**config.mk**
```make
export PLATFORM = sky130hd
export DESIGN_NAME = serial_add_ctrl
export DESIGN_NICKNAME = d
export VERILOG_FILES = /design/src/rtl/serial_add_ctrl.sv
export SDC_FILE = /design/constraint.sdc
export NUM_CORES = 1
export LEC_CHECK = 0
export ABC_AREA = 1
export CORE_AREA = 2 2 54 43
export CTS_CLUSTER_DIAMETER = 50
export CTS_CLUSTER_SIZE = 40
export DETAILED_ROUTE_END_ITERATION = 8
export DIE_AREA = 0 0 56 45
export PLACE_DENSITY = 0.74
export RECOVER_POWER = 100
export SETUP_SLACK_MARGIN = 0.1
export SLEW_MARGIN = 0
export SYNTH_ARGS = -nofsm -noshare
export SYNTH_HDL_FRONTEND = slang
export SYNTH_SLANG_ARGS = --single-unit
export TNS_END_PERCENT = 10
```
**constraint.sdc**
```tcl
create_clock -name clk -period 3.75 [get_ports clk]
set_clock_uncertainty 0.15 [all_clocks]
set_input_delay 0.75 -clock clk [delete_from_list [all_inputs] [get_ports clk]]
set_output_delay 0.75 -clock clk [all_outputs]
set_load 0.005 [all_outputs]
```
**src/rtl/serial_add_ctrl.sv**
```systemverilog
// Bit-serial adder controller: one full-adder slice stepped LSB-first over WIDTH cycles.
// Optional macro SERIAL_ADD_SUB_EN adds a 'sub' port for a-b via inverted b and carry-in 1.
//
// state | meaning
// IDLE  | waiting for start; sum/carry_out hold last result
// RUN   | one operand bit per clock through the adder slice
// DONE  | one-cycle done pulse, then back to IDLE
module serial_add_ctrl #(
    parameter int WIDTH = 4
) (
    input  logic             clk,
    input  logic             rst,
    input  logic             start,
`ifdef SERIAL_ADD_SUB_EN
    input  logic             sub,
`endif
    input  logic [WIDTH-1:0] a,
    input  logic [WIDTH-1:0] b,
    output logic             busy,
    output logic             done,
    output logic [WIDTH-1:0] sum,
    output logic             carry_out
);

    localparam int CNT_W = (WIDTH > 1) ? $clog2(WIDTH) : 1;
    localparam logic [CNT_W-1:0] CNT_LAST = CNT_W'(WIDTH - 1);

    typedef enum logic [1:0] {IDLE, RUN, DONE} state_t;

    state_t             state_q, state_d;
    logic [WIDTH-1:0]   a_sr_q, a_sr_d;
    logic [WIDTH-1:0]   b_sr_q, b_sr_d;
    logic [WIDTH-1:0]   res_q, res_d;
    logic [WIDTH-1:0]   sum_q, sum_d;
    logic               c_q, c_d;
    logic               carry_q, carry_d;
    logic [CNT_W-1:0]   cnt_q, cnt_d;

    logic               sub_bit;
    logic               ha1_s, ha1_c, ha2_s, ha2_c;
    logic               c_nxt;

`ifdef SERIAL_ADD_SUB_EN
    assign sub_bit = sub;
`else
    assign sub_bit = 1'b0;
`endif

    // Full-adder slice built from two half adders.
    assign ha1_s = a_sr_q[0] ^ b_sr_q[0];
    assign ha1_c = a_sr_q[0] & b_sr_q[0];
    assign ha2_s = ha1_s ^ c_q;
    assign ha2_c = ha1_s & c_q;
    assign c_nxt = ha1_c | ha2_c;

    always_ff @(posedge clk) begin
        if (rst) begin
            state_q <= IDLE;
            a_sr_q  <= '0;
            b_sr_q  <= '0;
            res_q   <= '0;
            sum_q   <= '0;
            c_q     <= 1'b0;
            carry_q <= 1'b0;
            cnt_q   <= '0;
        end else begin
            state_q <= state_d;
            a_sr_q  <= a_sr_d;
            b_sr_q  <= b_sr_d;
            res_q   <= res_d;
            sum_q   <= sum_d;
            c_q     <= c_d;
            carry_q <= carry_d;
            cnt_q   <= cnt_d;
        end
    end

    always_comb begin
        state_d = state_q;
        a_sr_d  = a_sr_q;
        b_sr_d  = b_sr_q;
        res_d   = res_q;
        sum_d   = sum_q;
        c_d     = c_q;
        carry_d = carry_q;
        cnt_d   = cnt_q;
        busy    = 1'b0;
        done    = 1'b0;

        case (state_q)
            IDLE: begin
                if (start) begin
                    a_sr_d  = a;
                    b_sr_d  = sub_bit ? ~b : b;
                    c_d     = sub_bit;
                    cnt_d   = '0;
                    state_d = RUN;
                end
            end
            RUN: begin
                busy   = 1'b1;
                a_sr_d = a_sr_q >> 1;
                b_sr_d = b_sr_q >> 1;
                res_d  = (res_q >> 1) | (WIDTH'(ha2_s) << (WIDTH - 1));
                c_d    = c_nxt;
                cnt_d  = cnt_q + CNT_W'(1);
                if (cnt_q == CNT_LAST) begin
                    sum_d   = res_d;
                    carry_d = c_nxt;
                    state_d = DONE;
                end
            end
            DONE: begin
                done    = 1'b1;
                state_d = IDLE;
            end
            default: state_d = IDLE;
        endcase
    end

    assign sum       = sum_q;
    assign carry_out = carry_q;

endmodule
```
==> results of run 1 <==
-- cells in the mapped netlist --
cell type / n / area [µm²]
dfxtp_1: 21 / 420.4
inv_1: 14 / 52.55
a21oi_1: 4 / 20.02
nand2_1: 42 / 157.7
nor2_4: 2 / 22.52
buf_4: 2 / 15.01
fa_1: 1 / 20.02
ha_1: 1 / 12.51
buf_2: 1 / 5.000
o21ai_0: 5 / 25.02
nor2_1: 36 / 135.1
nand3_1: 4 / 20.02
nand2_2: 1 / 6.260
inv_2: 1 / 3.750
o21a_1: 1 / 7.510
nand2_4: 1 / 11.26
-- critical path, cell delays in order, from the launching register on --
cell,delay (ps)
dfxtp_1,450
inv_2,40
nor2_1,470
clkdlybuf4s50_1,620
-- layer usage --
layer | up-vias | part of all wire, %
met5 | - | 0
met4 | 0 | 1.6
met3 | 4 | 5.2
met2 | 16 | 45
met1 | 339 | 48
li1 | 448 | -
-- final timing paths --
kind,start,end,cells after the start
worst max register to register,state_q[0],sum[2],6
worst min register to register,res_q[3],sum[2],2
worst min-delay path,res_q[3],sum[2],2
worst max-delay path,state_q[0],busy,3
-- state kept, by name (all words and copies together) (netlist names) --
register	flops
b_sr_q	4
c_q	1
res_q	3
sum	4
carry_out	1
a_sr_q	4
cnt_q	2
state_q	2
-- cells by family after synthesis --
kind of cell	synth area share (%)
DFF	44.98
and+or+nand+nor	37.75
AOI/OAI and AO/OA	5.622
buffers and inverters	8.165
adders and majority gates	3.480
-- metrics by stage --
step           power (mW)  utilization, %
2_1_floorplan      0.2910               -
3_3_place_gp       0.3110           57.21
3_5_place_dp       0.3130           57.21
4_1_cts            0.4204           58.55
5_1_grt            0.4388           57.97
6_report           0.4125           57.97
-- cell type report --
class / count / share of cell area [%]
Clock buffer: 4 / 2.310
Inverter: 15 / 4.950
Multi-Input combinational cell: 98 / 37.84
Sequential cell: 21 / 36.96
Tap cell: 24 / 2.640
Timing Repair Buffer: 18 / 15.29
-- report_power, final --
group	internal, mW	switching, mW
Combinational	0.0271	0.0351
Sequential	0.236	0.00745
Clock	0.0415	0.0656
==> summary.md, run 1 <==
| Metric | Value |
|---|---|
| Wire per inst | roughly 9.2 µm |
| Worst-Skew Late Latency | roughly 300 ps |
| Crit path DAT | ~1900 ps |
| Total CTS buffers | 3 |
| Core Rows | 14 |
| DP Cell Count | 176 |
| Clock Tree Buf Depth | 2 |
| Worst Setup End Kind | output port |
| Register Area | roughly 420 µm² |
| GR met2 Demand/Resource | roughly 28% |
| Number of global-route vias before repair | around 700 |
| Routed vias | 807 |
| Fin area | approximately 1100 µm² |
| Place WS | around 1600 ps |
| Fin. Hold Viols | 0 |
| RSZ-0062 raised after global routing | false |
| Syn avg cell area | between 6 and 7 µm² |
| Routed Antenna Nets | 0 |
| CP Launch Type | register |
| Setup TNS | 0 ps |
| Post-route DRC | 0 |
| Leakage power total | 0.5643 nW |
| PD cells | 362.6 nW/µm² |
| Slew margin rel. | between 50% and 60% |
| CTS tree | built |
| Initial antenna violation count | 0 |
| First-pass GRT wire length | between 2 and 3 mm |
| Non-filler cells, final | 180 |
| 1st-iter DRT viols | 14 |
| Most common cell after layout, fill and taps aside | nand2_1 |
| Reg2reg setup slack | 2130 ps |
| Post-DP HPWL | between 1 and 1.5 mm |
| Most used routing layer | met2 |
| GPL Wtd Cong | between 0.7 and 0.8 |
| M3 GR Usage | 6.017% |
| Post-CTS Resized | 0 |
| #FFs+latches synth | 21 |
| Pin count of the biggest net entering global routing | 18 |
| Port buffer count | 17 |
| Initial Util | between 40 and 50% |
| Final min period | between 2000 and 3000 ps |
| Post-Route WL | ~1.7 mm |
| Synth cell types | 16 |
| Cts hold-fix bufs | 0 |
| Commonest non-fill, non-tap cells in the layout | nand2_1 (42), nor2_1 (37), dfxtp_1 (21), inv_1 (14), clkdlybuf4s50_1 (9) |
| Crit Path Max Fanout | 8 |
| Gr ovfl total | 0 |
| Hold crit path type | reg -> reg |
| Clock Sinks | 21 |
| Root buffer cell | clkbuf_4 |
| Fmax achieved | around 360 MHz |
| Drt via density | ~4.5 |
| Area after detailed placement | roughly 1100 µm² |
| Met1 GRT Util | around 16% |
| Setup violators final | 0 |
| I/O Pins | 18 |
| FILL cells | between 200 and 250 |
| Share of cells above drive strength 1 | approximately 4.5% |
| Placeable Area | slightly below 2000 µm² |
| Required @ worst endpoint | 2850 ps |
| Clock transition at the registers of the reported paths | 110 ps |
| Max-cap violations | 0 |
| Die extent in x | about 56 µm |
| Synthesized instance count | between 100 and 150 |
| Setup ws final | 971.7 ps |
| Yosys warns | 0 |
| GRT Util Overall | approximately 15% |
| Area occupied by multi-input gates | about 430 µm² |
| Nets | between 150 and 200 |
| Mapped Nets | 150 |
| Die height | between 40 and 50 µm |
| H-tree depth | 1 |
| Tightest hold margin | 317.1 ps |
| Slew Limit Fails | 0 |
| Tightest Pin Transition | a little over 600 ps |
| Fin crit share | between 70 and 80% |
| Layout area overhead | 21.69% |
| Pre-antenna DRT Iters | 5 |
| # diodes | 0 |
| Die ar. | between 2000 and 3000 µm² |
| Mapped cell area | just over 900 µm² |
| WS Path Type | reg -> out |
| Share of the yosys chip area belonging to registers | between 40% and 50% |
| Worst IR Drop VDD | 306.1 µV |
| Status | finished, final reports clean |
| Post-CTS Setup Inserts | 0 |
No activity file was read; power rests on OpenSTA's default activity.
==> run 2, diff against run 1 <==
clock period = 2.57 ns   (was 3.75 ns; I/O delays follow)
==> summary.md, run 2 (synthesis results as in run 1) <==
| Metric | Value |
|---|---|
| Required @ worst endpoint | 1910 ps |
| Worst Setup End Kind | output port |
| WS Path Type | reg -> out |
| Most common cell after layout, fill and taps aside | nand2_1 |
| Status | finished, final reports clean |
| Crit path DAT | roughly 1600 ps |
| Clock transition at the registers of the reported paths | around 120 ps |
| Critical path startpoint | state_q[0] |
| CP Launch Type | register |
| PD cells | 525.1 nW/µm² |
| Reg2reg setup slack | roughly 1200 ps |
| Cts hold-fix bufs | 0 |
| Worst-Skew Late Latency | roughly 300 ps |
| Pin count of the biggest net entering global routing | 18 |
| Slew Limit Fails | 0 |
| GRT Util Overall | between 10 and 15% |
| Worst reg2reg path depth | 6 |
| Wire per inst | 8.972 µm |
| Slew margin rel. | roughly 70% |
| Total CTS buffers | 3 |
| RSZ-0062 raised after global routing | false |
| Placeable Area | between 1500 and 2000 µm² |
| Tightest Pin Transition | approximately 450 ps |
| Routed Antenna Nets | 0 |
| Share of cells above drive strength 1 | around 5.7% |
| Number of global-route vias before repair | between 600 and 700 |
| Hold crit path type | reg -> reg |
| Crit Path Max Fanout | 8 |
| GPL Wtd Cong | 0.7557 |
| Setup ws final | around 270 ps |
| Pwr Total | roughly 0.6 mW |
| # diodes | 0 |
| FILL cells | between 150 and 200 |
| Initial Util | a little under half |
| Max-cap violations | 0 |
| Fin. Hold Viols | 0 |
| Drt via density | about 4.3 |
| Die height | 45 µm |
| Routed vias | 787 |
| Post-Route WL | 1.624 mm |
| Die extent in x | around 56 µm |
| Layout area overhead | 23.03% |
| Hold wc startpoint | b_sr_q[3] |
| Leakage power total | between 0.5 and 0.6 nW |
| Worst IR Drop VDD | ~480 µV |
| First-pass GRT wire length | between 2 and 3 mm |
| Die ar. | roughly 2500 µm² |
| Commonest non-fill, non-tap cells in the layout | nand2_1 (42), nor2_1 (36), dfxtp_1 (21), inv_1 (14), dlygate4sd3_1 (9) |
| I/O Pins | 18 |
| Root buffer cell | clkbuf_4 |
| 1st-iter DRT viols | 17 |
| Fin crit share | approximately nine tenths |
| Post-CTS Resized | 0 |
| Post-CTS Setup Inserts | 0 |
| Core Rows | 14 |
| H-tree depth | 1 |
| Post-route DRC | 0 |
| CP endpoint | busy |
| Final min period | approximately 2300 ps |
| Initial antenna violation count | 0 |
| Clock Tree Buf Depth | 2 |
| Setup violators final | 0 |
| CTS tree | built |
| Clock Sinks | 21 |
| Nets | around 170 |
| Port buffer count | 17 |
| R2r startpoint | state_q[1] |
| Setup TNS | 0 ps |
| Place WS | between 600 and 700 ps |
| Gr ovfl total | 0 |
| Fmax achieved | roughly 440 MHz |
| Pre-antenna DRT Iters | 4 |
| Post-DP HPWL | ~1.2 mm |
| RR Endpoint | a_sr_q[2] |
[run 2: cell count changes in the layout (fill, tap and decap cells not counted), sizes merged]
cell / previous run / this run
clkdlybuf4s50: 9 / 8
clkinv: 0 / 1
dlygate4sd3: 8 / 9
[run 2: how the worst min path moves through the flow]
stage | to | depth (start not counted) | slack (ps)
floorplan | a_sr_q[3] | 2 | 280
global placement | sum[2] | 2 | 310
detailed placement | b_sr_q[3] | 2 | 310
CTS | b_sr_q[3] | 2 | 320
global route | sum[2] | 2 | 350
finish | b_sr_q[3] | 2 | 320
[run 2: layout make-up]
cell class	instances	area, µm²	area share [%]
multi-input combinational	98	437.9	38.08
sequential	21	420.4	36.56
timing repair buffer	19	177.7	15.45
inverter	15	56.30	4.897
tap	24	30.03	2.612
clock buffer	3	22.52	1.959
clock inverter	1	5.005	0.4353
[run 2: per-stage QoR]
stage / instances / instance area (µm²) / utilization [%] / hold slack [ps]
2_1_floorplan: 137 / 934.6 / - / 283.1
3_3_place_gp: 177 / 1130 / 57.59 / 307.8
3_5_place_dp: 177 / 1130 / 57.59 / 306.4
4_1_cts: 181 / 1157 / 58.99 / 322.9
5_1_grt: 181 / 1150 / 58.61 / 347.6
6_report: 181 / 1150 / 58.61 / 318.1
[run 2: power breakdown]
group	total [mW]	switching, mW	internal (mW)	leakage, nW
registers	0.355	0.0110	0.344	0.172
logic	0.0915	0.0513	0.0402	0.381
clock network	0.157	0.0993	0.0580	0.0177
[run 2: metal layers]
| layer | global-route usage, % | vias up | part of all wire [%] |
|---|---|---|---|
| li1 | - | 449 | - |
| met1 | 17.24 | 322 | 49 |
| met2 | 25.88 | 14 | 45 |
| met3 | 5.158 | 2 | 5.4 |
| met4 | 4.286 | 0 | 0.80 |
| met5 | 0 | - | 0 |
[run 2: critical path, stage by stage, from the launching register on]
cell and delay (ps):
dfxtp_1 460, inv_2 70, nor2_4 200, dlygate4sd3_1 600
